[config.mk]
export PLATFORM = sky130hd
export DESIGN_NAME = osd_spi_tx
export DESIGN_NICKNAME = d
export VERILOG_FILES = /design/src/rtl/osd_spi_pkg.sv /design/src/rtl/osd_spi_shifter.sv /design/src/rtl/osd_spi_tx.sv
export SDC_FILE = /design/constraint.sdc
export NUM_CORES = 1
export LEC_CHECK = 0
export BUFFER_PORTS_ARGS = -buffer_cell sky130_fd_sc_hd__buf_2
export CORE_ASPECT_RATIO = 1.5
export CORE_MARGIN = 2
export CORE_UTILIZATION = 40
export CTS_CLUSTER_SIZE = 25
export DETAILED_ROUTE_END_ITERATION = 10
export PLACE_DENSITY = 0.59
export SYNTH_ARGS = -nofsm -noshare
export SYNTH_HDL_FRONTEND = slang
export SYNTH_SLANG_ARGS = --single-unit
[constraint.sdc]
create_clock -name clk_sys -period 1.9 [get_ports clk_sys]
set_input_delay 0.38 -clock clk_sys [delete_from_list [all_inputs] [get_ports clk_sys]]
set_output_delay 0.38 -clock clk_sys [all_outputs]
set_load 0.05 [all_outputs]
[src/rtl/osd_spi_pkg.sv]
// Shared definitions for the OSD SPI command transmitter.
// Op codes, header bytes, FSM state encoding and header builder.
package osd_spi_pkg;

    localparam logic [1:0] OP_DISABLE = 2'd0;
    localparam logic [1:0] OP_ENABLE  = 2'd1;
    localparam logic [1:0] OP_WRITE   = 2'd2;
    localparam logic [1:0] OP_RSVD    = 2'd3;

    localparam logic [7:0] HDR_WRITE  = 8'h20;
    localparam logic [7:0] HDR_ENABLE = 8'h40;

    typedef enum logic [2:0] {
        ST_IDLE,
        ST_SETUP,
        ST_SHIFT,
        ST_FETCH,
        ST_HOLD,
        ST_GAP
    } state_e;

    function automatic logic [7:0] hdr_byte(
        input logic [1:0] op,
        input logic [2:0] line
    );
        logic [7:0] h;
        h = 8'h00;
        case (op)
            OP_DISABLE: h = HDR_ENABLE;
            OP_ENABLE:  h = HDR_ENABLE | 8'h01;
            OP_WRITE:   h = HDR_WRITE | {5'b0, line};
            default:    h = 8'h00;
        endcase
        return h;
    endfunction

endpackage

[src/rtl/osd_spi_shifter.sv]
// Byte serializer: half-period divider, SCK generation, MSB-first shift.
// DO changes only on the cycle SCK falls; bit_done marks the end of bit 0.
module osd_spi_shifter
    import osd_spi_pkg::*;
#(
    parameter int unsigned CLK_DIV = 4
) (
    input  logic       clk_sys,
    input  logic       reset,
    input  logic       run_i,
    input  logic       shift_i,
    input  logic       load_i,
    input  logic [7:0] data_i,
    output logic       tick_o,
    output logic       bit_done_o,
    output logic       sck_o,
    output logic       do_o
);

    localparam int unsigned CW = (CLK_DIV > 1) ? $clog2(CLK_DIV) : 1;
    localparam logic [CW-1:0] DIV_LAST = CW'(CLK_DIV - 1);

    logic [CW-1:0] div_q, div_d;
    logic          sck_q, sck_d;
    logic [2:0]    bit_q, bit_d;
    logic [7:0]    sr_q, sr_d;

    assign tick_o     = run_i && (div_q == DIV_LAST);
    assign bit_done_o = shift_i && tick_o && sck_q && (bit_q == 3'd0);
    assign sck_o      = sck_q;
    assign do_o       = sr_q[7];

    always_comb begin
        div_d = '0;
        sck_d = sck_q;
        bit_d = bit_q;
        sr_d  = sr_q;
        if (run_i && !tick_o) begin
            div_d = div_q + 1'b1;
        end
        if (load_i) begin
            sr_d  = data_i;
            bit_d = 3'd7;
            sck_d = 1'b0;
        end else if (shift_i && tick_o) begin
            if (!sck_q) begin
                sck_d = 1'b1;
            end else begin
                // falling edge: present the next bit
                sck_d = 1'b0;
                sr_d  = {sr_q[6:0], 1'b0};
                bit_d = bit_q - 1'b1;
            end
        end
    end

    always_ff @(posedge clk_sys or posedge reset) begin
        if (reset) begin
            div_q <= '0;
            sck_q <= 1'b0;
            bit_q <= 3'd7;
            sr_q  <= 8'h00;
        end else begin
            div_q <= div_d;
            sck_q <= sck_d;
            bit_q <= bit_d;
            sr_q  <= sr_d;
        end
    end

endmodule

[src/rtl/osd_spi_tx.sv]
// OSD overlay SPI command transmitter (SS3 low, SCK idle low, MSB first).
// Define OSD_SPI_TX_COUNT_EN to enable the tx_bytes counter.
module osd_spi_tx
    import osd_spi_pkg::*;
#(
    parameter int unsigned CLK_DIV = 4,
    parameter int unsigned CS_GAP  = 1
) (
    input  logic        clk_sys,
    input  logic        reset,
    input  logic        cmd_valid,
    output logic        cmd_ready,
    input  logic [1:0]  cmd_op,
    input  logic [2:0]  cmd_line,
    input  logic [7:0]  cmd_len,
    input  logic [7:0]  data_in,
    input  logic        data_valid,
    output logic        data_ready,
    output logic        busy,
    output logic        SPI_SCK,
    output logic        SPI_SS3,
    output logic        SPI_DO,
    output logic [15:0] tx_bytes
);

    localparam int unsigned GW = (CS_GAP > 0) ? $clog2(CS_GAP + 1) : 1;

    state_e        state_q;
    logic [8:0]    rem_q;
    logic [GW-1:0] gap_q;
    logic          ss3_q;
    logic          rdy_q;
    logic          busy_q;

    logic       accept;
    logic       tick;
    logic       bit_done;
    logic       load;
    logic       run;
    logic       shift;
    logic [7:0] load_data;

    assign accept     = cmd_valid && rdy_q;
    assign data_ready = (state_q == ST_FETCH);
    assign cmd_ready  = rdy_q;
    assign busy       = busy_q;
    assign SPI_SS3    = ss3_q;

    assign run   = (state_q != ST_IDLE) && (state_q != ST_FETCH);
    assign shift = (state_q == ST_SHIFT);
    assign load  = ((state_q == ST_IDLE) && accept && (cmd_op != OP_RSVD))
                || ((state_q == ST_FETCH) && data_valid);
    assign load_data = (state_q == ST_FETCH) ? data_in
                                             : hdr_byte(cmd_op, cmd_line);

    osd_spi_shifter #(
        .CLK_DIV (CLK_DIV)
    ) u_shifter (
        .clk_sys    (clk_sys),
        .reset      (reset),
        .run_i      (run),
        .shift_i    (shift),
        .load_i     (load),
        .data_i     (load_data),
        .tick_o     (tick),
        .bit_done_o (bit_done),
        .sck_o      (SPI_SCK),
        .do_o       (SPI_DO)
    );

    always_ff @(posedge clk_sys or posedge reset) begin
        if (reset) begin
            state_q <= ST_IDLE;
            rem_q   <= '0;
            gap_q   <= '0;
            ss3_q   <= 1'b1;
            rdy_q   <= 1'b1;
            busy_q  <= 1'b0;
        end else begin
            unique case (state_q)
                ST_IDLE: begin
                    if (accept) begin
                        rdy_q  <= 1'b0;
                        busy_q <= 1'b1;
                        if (cmd_op == OP_RSVD) begin
                            // dropped: one GAP cycle, no SPI activity
                            state_q <= ST_GAP;
                            gap_q   <= '0;
                        end else begin
                            state_q <= ST_SETUP;
                            ss3_q   <= 1'b0;
                            rem_q   <= (cmd_op == OP_WRITE)
                                     ? ({1'b0, cmd_len} + 9'd1) : 9'd0;
                        end
                    end
                end
                ST_SETUP: begin
                    if (tick) state_q <= ST_SHIFT;
                end
                ST_SHIFT: begin
                    if (bit_done) begin
                        state_q <= (rem_q != '0) ? ST_FETCH : ST_HOLD;
                    end
                end
                ST_FETCH: begin
                    if (data_valid) begin
                        rem_q   <= rem_q - 1'b1;
                        state_q <= ST_SHIFT;
                    end
                end
                ST_HOLD: begin
                    if (tick) begin
                        state_q <= ST_GAP;
                        ss3_q   <= 1'b1;
                        gap_q   <= GW'(CS_GAP);
                    end
                end
                ST_GAP: begin
                    if (gap_q == '0) begin
                        state_q <= ST_IDLE;
                        rdy_q   <= 1'b1;
                        busy_q  <= 1'b0;
                    end else if (tick) begin
                        gap_q <= gap_q - 1'b1;
                    end
                end
                default: state_q <= ST_IDLE;
            endcase
        end
    end

`ifdef OSD_SPI_TX_COUNT_EN
    logic [15:0] tx_q;

    always_ff @(posedge clk_sys or posedge reset) begin
        if (reset) begin
            tx_q <= 16'd0;
        end else if (bit_done) begin
            tx_q <= tx_q + 16'd1;
        end
    end

    assign tx_bytes = tx_q;
`else
    assign tx_bytes = 16'd0;
`endif

endmodule
# Yosys cells after proc, flatten, opt, wreduce, memory -nomap -nowiden
# Index checks and enable logic that the tools add are counted.
[op_classes] addsub=5 n_eq_ne=19 muxes=41 reduce_logical=29
[ops] op="$mux W9" n=4
[ops] op="$mux W3" n=11
[ops] op="$mux W8" n=4
[ops] op="$pmux W7 S3" n=1
[ops] op="$pmux W3 S6" n=1
[ops] op="$pmux W9 S2" n=1
[ops] op="$mux W1" n=14
[ops] op="$ne A2 B2 Y1 const B" n=6
[ops] op="$reduce_and A4 Y1" n=3
[ops] op="$logic_and A1 B1 Y1" n=10
[ops] op="$reduce_bool A2 Y1" n=5
[ops] op="$add A8 B1 Y9 const B" n=1
[ops] op="$reduce_bool A9 Y1" n=1
[ops] op="$sub A9 B1 Y9 const B" n=1
[ops] op="$eq A2 B2 Y1 const B" n=3
[ops] op="$eq A3 B2 Y1 const B" n=2
[ops] op="$eq A3 B3 Y1 const B" n=2
[ops] op="$logic_not A3 Y1" n=2
[ops] op="$ne A2 B1 Y1 const B" n=3
[ops] op="$pmux W1 S2" n=3
[ops] op="$reduce_and A6 Y1" n=1
[ops] op="$reduce_bool A3 Y1" n=2
[ops] op="$eq A3 B1 Y1 const B" n=1
[ops] op="$ne A3 B2 Y1 const B" n=1
[ops] op="other kinds (11)" n=11
[word_totals] register_bits=30 out_inout_bits=22

# Longest topological paths before layout
# Gate-level depths: netlist of run 1.
[depth] word_depth=8 depth_mapped=7 ltp_nobuf=6

# Modules after synthesis
# From an unflattened synthesis of run 1, not the netlist that was laid out.
[unflattened] hier_cells=249 hier_area_um2=2158.3
[modules_own_cells] mod="osd_spi_tx" n_inst=1 cells_per_inst=186 area_each_um2=1471.4 seq_area_each_um2=402.9
[modules_own_cells] mod="osd_spi_shifter" n_inst=1 cells_per_inst=63 area_each_um2=686.9 seq_area_each_um2=354.1

# Least setup slack after synthesis of run 1
# No wires, ideal clock.
[synth_timing] path_type="reg-to-reg" startpoint="register rdy_q (netlist: cmd_ready)" endpoint="register rem_q[6]" arrival_time_ns=1.551 t_required_ns=1.776 slack_ns=0.225 path_stages_with_launch=5 path_buffers=0 cell_sequence="dfstp_2 -> and3b_2 -> a32oi_4 -> o21a_1 -> a211o_1"
[synth_via] elab_chain_len=3
[synth_lines] element="from (decl)" line="osd_spi_tx.sv:32" rtl="logic rdy_q;"
[synth_lines] element="from (signal assigned)" line="osd_spi_tx.sv:77" rtl="rdy_q <= 1'b1;"
[synth_lines] element="from (signal assigned)" line="osd_spi_tx.sv:83" rtl="rdy_q <= 1'b0;"
[synth_lines] element="from (signal assigned)" line="osd_spi_tx.sv:121" rtl="rdy_q <= 1'b1;"
[synth_lines] element="$logic_and A1 B1 Y1" line="osd_spi_tx.sv:43" rtl="assign accept = cmd_valid && rdy_q;"
[synth_lines] element="$ne A2 B2 Y1 (no source line)"
[synth_lines] element="$reduce_and A4 Y1 (no source line)"
[synth_lines] element="to (signal assigned)" line="osd_spi_tx.sv:92" rtl="rem_q <= (cmd_op == OP_WRITE)"
[synth_lines] element="to (signal assigned)" line="osd_spi_tx.sv:107" rtl="rem_q <= rem_q - 1'b1;"
[synth_lines] element="to (decl)" line="osd_spi_tx.sv:29" rtl="logic [8:0] rem_q;"
# No other way between the ends.
# A chain may end at the register's enable or synchronous reset.

# Final worst setup path of run 1
[layout_timing] startpoint="register state_q[2]" endpoint="output port data_ready"
[layout_via] elab_chain_len=1
[layout_lines] element="from (decl)" line="osd_spi_tx.sv:28" rtl="state_e state_q;"
[layout_lines] element="from (signal assigned)" line="osd_spi_tx.sv:102" rtl="state_q <= (rem_q != '0) ? ST_FETCH : ST_HOLD;"
[layout_lines] element="$eq A3 B2 Y1" line="osd_spi_tx.sv:44" rtl="assign data_ready = (state_q == ST_FETCH);"
[layout_lines] element="to (decl)" line="osd_spi_tx.sv:18" rtl="output logic data_ready,"
# No other way between the ends.

==> flow_metrics.py, run 1 <==
metrics = {
    "timing": {
        "setup_viol": 0,
        "worst_slew_pin_slew_ps": 508,
        "fin_crit_sh": 0.959,
        "rsz0062_at_grt": "false",
        "fmax_mhz": 549,
        "finalMaxSlewViolations": 0,
        "hold_violations": 0,
        "setup_tns_ps": 0,
        "max-slew-margin-rel": 0.659,
        "finalCriticalPeriod_ps": 1820,
        "hold_slack_ps": 159,
        "skew_ps": 3.46,
    },
    "synthesis": {
        "ys_warn_count": 0,
        "synth_top_cell_by_area": "dfrtp_1",
        "syn_inst": 223,
        "synth-edff-count": 0,
        "synth_flop_cell": "dfrtp_1",
        "avgSynthCellArea_sq_um": 9.34,
        "synth_area_sq_um": 2080,
        "ys_ff_latch": 30,
        "synth_area_leaders": "dfrtp_1 30%, buf_4 6.9%, dfstp_2 6.3%",
        "yosysSeqAreaShare": 0.364,
        "ys_types": 61,
        "async_flop_share": 1.00,
        "synth.top_cell.area_share": 0.300,
    },
    "placement": {
        "port_buffers": 30,
        "dpl.hpwl_mm": 3.51,
        "placed_area_sq_um": 2270,
        "place_congestion": 0.802,
    },
    "cts": {
        "numCtsBuffers": 5,
        "hold_buffers": 0,
        "postCtsSetupBuffers": 0,
        "insertion_delay_ps": 280,
        "clock_path_buffers": 2,
        "root_buffer": "clkbuf_8",
        "cts_tree": "done",
        "cts_resized": 0,
        "clock_sinks": 30,
        "htree_levels": 2,
        "cts.clk_slew.worst_paths_ps": 70,
    },
    "routing": {
        "drt_iter0_markers": 41,
        "route.vias.total": 1679,
        "drtPass1Iterations": 4,
        "drc": 0,
        "postRouteAntennaNets": 0,
        "drt-total-wl_mm": 4.50,
        "viasPerCell": 5.10,
        "wl_per_cell_um": 13.7,
    },
    "power": {
        "powerDensity_nw_per_um2": 1490,
        "p_total_mw": 3.52,
        "combPwrFrac": 0.528,
        "p_leak_nw": 1.13,
        "p_int_mw": 1.92,
        "ir_worst_vdd_mv": 0.466,
        "p_sw_frac": 0.456,
        "pwr-share-seq": 0.320,
        "clkPwrFrac": 0.152,
        "power_switching_mw": 1.61,
    },
    "critical_path": {
        "critical_path.max_stage_delay_ps": 500,
        "end_kind": "primary output",
        "crit_type": "flop to primary output",
        "r2r_setup_slack_ps": 160,
        "required_ps": 1520,
        "arrival_ps": 1440,
        "crit_path_max_fanout": 11,
        "cp-start-kind": "flop",
        "path_buf_inv": 2,
        "slowest_stage": "dfrtp_1",
        "cp.depth": 3,
        "crit_family": "flip-flops",
        "worstPathCellList": "nand3b_4, inv_4, buf_2",
        "worstRegToRegCells": 7,
    },
    "flow_run": {
        "maxCapViolCount": 0,
    },
    "global_routing": {
        "track_usage": 0.171,
        "grt_max_degree": 31,
        "grt_pass1_wl_mm": 7.87,
        "antenna_found_initial": 0,
        "grt_pass1_vias": 1689,
        "gr-total-overflow": 0,
    },
    "floorplan": {
        "dieArea_sq_um": 5810,
        "core-area_sq_um": 5080,
        "core.rowCount": 32,
        "die-width_um": 62.9,
        "die_h_um": 92.4,
        "ios": 47,
        "initial_core_util": 0.409,
    },
    "final_layout": {
        "area_delta_synth_final_pct": 13.5,
        "diodes": 0,
        "final_area_sq_um": 2360,
        "fin_nets": 290,
        "fill_cells": 534,
        "drive_gt1_frac": 0.261,
    },
    "status": {
        "status": "completed",
    },
    "worst_hold_path": {
        "hp-class": "input port to asynchronous set/reset pin",
    },
}
==> stage by stage <==
step	util	worst slack (ps)	instances
2_1_floorplan	-	225	238
3_3_place_gp	0.447	206	321
3_5_place_dp	0.447	163	321
4_1_cts	0.465	74.5	329
5_1_grt	0.465	18.7	329
6_report	0.465	78.8	329
==> registers in the layout (all words and copies together) (netlist names) <==
name / cells
rem_q: 9
u_shifter.sr_q: 8
state_q: 3
u_shifter.bit_q: 3
u_shifter.div_q: 2
SPI_SS3: 1
busy: 1
cmd_ready: 1
gap_q: 1
u_shifter.sck_o: 1
==> synth_stat cells (all sizes together), types with 2 or more instances <==
cell type / number
o21a: 3
o21ai: 16
a211oi: 3
nand4: 4
a21oi: 13
xnor2: 2
a41oi: 2
dfstp: 5
nor3b: 5
nand2b: 3
o211ai: 2
nand3: 10
buf: 25
a211o: 2
clkbuf: 2
nor4: 2
a32oi: 2
mux2i: 8
nand2: 16
ha: 5
a31oi: 4
inv: 10
dfrtp: 25
nor3: 6
nor2b: 3
and3: 4
a32o: 2
nor2: 12
nand3b: 3
xor2: 7
==> final cells by class <==
class                      instances  area [sq um]  area share
inverter                          10          40.0      0.0169
clock inverter                     1          5.00     0.00212
timing repair buffer              42           240       0.102
sequential                        30           757       0.320
tap                               68          85.1      0.0360
multi-input combinational        171          1150       0.486
clock buffer                       7          86.3      0.0365
==> placed cells by master (no fill, tap or decap), types with 2 or more instances in the layout <==
cell and n:
conb_1 16, o21ai_1 6, nand3b_1 2, o21a_1 3, dfrtp_1 25, nor3b_1 3, nor2_1 11, ha_1 5
clkbuf_8 6, a211o_1 2, a21oi_1 13, a211oi_1 3, nor2b_1 3, xnor2_1 2, xor2_1 7, nand2b_1 3
o211ai_1 2, nor3_1 6, buf_2 30, o21ai_0 10, a31oi_1 4, nand2_1 16, nand4_1 4, and3_1 4
buf_4 12, dfstp_2 5, inv_1 8, nand3_1 9, mux2i_1 8
==> routing by layer <==
layer	routed length, um	share of wire	vias to the layer above	GRT usage
met5	0	0	-	0
met4	111	0.025	0	0.0778
met3	167	0.037	8	0.0267
li1	-	-	851	-
met2	2270	0.50	42	0.297
met1	1950	0.43	778	0.205
==> final timing paths <==
check,from,endpoint
worst max-delay path,state_q[2]$_DFFE_PP0P_,data_ready
worst min-delay path,reset,u_shifter.sr_q[3]$_DFFE_PP0P_
worst max register to register,rem_q[0]$_DFFE_PP0P_,state_q[2]$_DFFE_PP0P_
worst min register to register,u_shifter.div_q[0]$_DFF_PP0_,u_shifter.div_q[0]$_DFF_PP0_
max in group asynchronous,reset,SPI_SS3$_DFFE_PP1P_
min in group clk_sys,data_in[4],u_shifter.sr_q[4]$_DFFE_PP0P_
==> power by group through the flow <==
stage               Sequential [mW]  Combinational (mW)  Clock, mW
finish                         1.13                1.86      0.534
global route                   1.17                2.06      0.574
CTS                            1.13                1.88      0.543
detailed placement             1.14                1.88          0
global placement               1.14                1.86          0
floorplan                      1.23                1.35          0
==> worst reg2reg max path, cell delays in order, from the launching register on <==
cell	delay [ps]
dfrtp_1	400
inv_1	110
ha_1	220
nor3b_1	220
buf_4	170
nand4_1	120
a32o_2	270
nor3b_2	150
==> logic make-up after synthesis <==
kind of cell    share of synthesized area
simple gates                        0.213
fa+ha+maj                          0.0300
xor+xnor                           0.0379
mux                                0.0385
other cells                       0.00180
flops                               0.364
compound gates                      0.204
buf+inv                             0.112
No activity file was read; power rests on OpenSTA's default activity.
==> run 2: changes to the inputs <==
--- a/config.mk
+++ b/config.mk
@@ -12,6 +12,7 @@
 export CTS_CLUSTER_SIZE = 25
 export DETAILED_ROUTE_END_ITERATION = 10
 export PLACE_DENSITY = 0.59
+export REMOVE_ABC_BUFFERS = 1
 export SYNTH_ARGS = -nofsm -noshare
 export SYNTH_HDL_FRONTEND = slang
 export SYNTH_SLANG_ARGS = --single-unit
==> run 2 against run 1 <==
Via count grew 1.7%. Setup slack gained 35 ps. Combinational power grew 3%. Die area is the same. Sequential share of layout area shrank 0.20 points. Final cell count grew 0.61%. Largest cell class unchanged. Highest routed layer unchanged.
==> flow_metrics.py, run 2 (synthesized netlist as in run 1, its figures left out) <==
metrics = {
    "critical_path": {
        "critical_path.max_stage_delay_ps": 400,
        "crit_path_max_fanout": 8,
        "crit_type": "flop to primary output",
        "slowest_stage": "dfrtp_1",
        "reg2reg_to": "rem_q[6]$_DFFE_PP0P_",
        "crit_family": "buffers and inverters",
        "worstPathCellList": "buf_4, nand3b_4, inv_4, buf_2",
        "required_ps": 1520,
        "path_buf_inv": 3,
        "arrival_ps": 1410,
        "cp-start-kind": "flop",
        "end_kind": "primary output",
        "r2r-start": "rem_q[0]$_DFFE_PP0P_",
        "worstRegToRegCells": 7,
        "r2r_setup_slack_ps": 190,
    },
    "cts": {
        "root_buffer": "clkbuf_8",
        "clock_path_buffers": 2,
        "cts_tree": "done",
        "hold_buffers": 0,
        "cts_resized": 0,
        "cts.clk_slew.worst_paths_ps": 70,
        "htree_levels": 2,
        "numCtsBuffers": 5,
        "insertion_delay_ps": 280,
        "clock_sinks": 30,
        "postCtsSetupBuffers": 0,
    },
    "global_routing": {
        "grt_pass1_vias": 1675,
        "antenna_found_initial": 0,
        "grt_pass1_wl_mm": 7.80,
        "gr-total-overflow": 0,
        "grt_max_degree": 31,
        "track_usage": 0.168,
    },
    "routing": {
        "viasPerCell": 5.16,
        "drt_iter0_markers": 59,
        "drt-total-wl_mm": 4.64,
        "route.vias.total": 1707,
        "drtPass1Iterations": 6,
        "postRouteAntennaNets": 0,
        "wl_per_cell_um": 14.0,
        "drc": 0,
    },
    "final_layout": {
        "regArea_sq_um": 757,
        "fill_cells": 531,
        "largest_reg_flops": 9,
        "mostFrequentLayoutCell": "buf_2",
        "fin_nets": 292,
        "multi_input_area_sq_um": 1150,
        "drive_gt1_frac": 0.266,
        "finalNonFillerCells": 331,
        "area_delta_synth_final_pct": 14.2,
        "max_flop_register": "rem_q",
        "reg_top3": "rem_q: 9 flops, u_shifter.sr_q: 8 flops",
        "mostFrequentLayoutCells": "30 x buf_2, 25 x dfrtp_1, 16 x nand2_1, 16 x conb_1, 14 x buf_4",
        "diodes": 0,
    },
    "worst_hold_path": {
        "hp-class": "input port to asynchronous set/reset pin",
    },
    "timing": {
        "finalMaxSlewViolations": 0,
        "skew_ps": 8.31,
        "hold_violations": 0,
        "worst_slew_pin_slew_ps": 550,
        "finalCriticalPeriod_ps": 1790,
        "fin_crit_sh": 0.940,
        "rsz0062_at_grt": "false",
        "max-slew-margin-rel": 0.630,
        "fmax_mhz": 560,
        "setup_tns_ps": 0,
        "setup_viol": 0,
    },
    "floorplan": {
        "initial_core_util": 0.409,
        "die-width_um": 62.9,
        "dieArea_sq_um": 5810,
        "ios": 47,
        "core.rowCount": 32,
        "die_h_um": 92.4,
        "core-area_sq_um": 5080,
    },
    "placement": {
        "dpl.hpwl_mm": 3.51,
        "port_buffers": 30,
        "place_congestion": 0.789,
        "placed_cells": 323,
    },
    "flow_run": {
        "maxCapViolCount": 0,
    },
    "power": {
        "p_leak_nw": 1.14,
        "p_total_mw": 3.55,
        "powerDensity_nw_per_um2": 1490,
        "ir_worst_vdd_mv": 0.456,
    },
    "status": {
        "status": "completed",
    },
}
[run 2: cell count changes in the layout (fill, tap and decap cells not counted), sizes merged]
| cell | delta |
|---|---|
| buf | +2 |
[run 2: per-layer routing]
layer / GRT usage / part of all wire / vias up
met1: 0.186 / 0.41 / 805
met4: 0.0500 / 0.0058 / 0
met2: 0.323 / 0.54 / 43
met5: 0 / 0 / -
met3: 0.0292 / 0.042 / 2
li1: - / - / 857
[run 2: worst max path at each step]
stage | startpoint | to | slack (ps) | cells past startpoint
CTS | state_q[2]$_DFFE_PP0P_ | data_ready | 100 | 4
finish | state_q[2]$_DFFE_PP0P_ | data_ready | 110 | 4
global route | rem_q[1]$_DFFE_PP0P_ | state_q[2]$_DFFE_PP0P_ | 20 | 7
detailed placement | rem_q[0]$_DFFE_PP0P_ | state_q[2]$_DFFE_PP0P_ | 210 | 7
floorplan | state_q[2]$_DFFE_PP0P_ | rem_q[6]$_DFFE_PP0P_ | -20 | 5
global placement | rem_q[1]$_DFFE_PP0P_ | rem_q[6]$_DFFE_PP0P_ | 220 | 7
[run 2: power breakdown]
group	leakage, nW	internal [mW]	switching [mW]
Clock	0.0482	0.292	0.233
Combinational	0.725	0.735	1.18
Sequential	0.371	0.912	0.202
[run 2: cell type report]
cell class                      count  share of cell area
Multi-Input combinational cell    171               0.483
Sequential cell                    30               0.318
Timing Repair Buffer               44               0.107
Clock buffer                        7              0.0363
Tap cell                           68              0.0358
Inverter                           10              0.0168
Clock inverter                      1             0.00211
[run 2: tightest hold or removal path, delay by kind of cell]
family   cells  cell delay (ps)
buf+inv      3              480
[run 2: through the flow]
stage / setup slack, ps / utilization / cell area [sq um] / hold slack [ps]
after floorplan: -20.6 / - / 1950 / 415
after global placement: 216 / 0.450 / 2290 / 425
after detailed placement: 211 / 0.450 / 2290 / 447
after CTS: 104 / 0.468 / 2380 / 176
after global routing: 19.2 / 0.468 / 2380 / 224
final: 114 / 0.468 / 2380 / 165
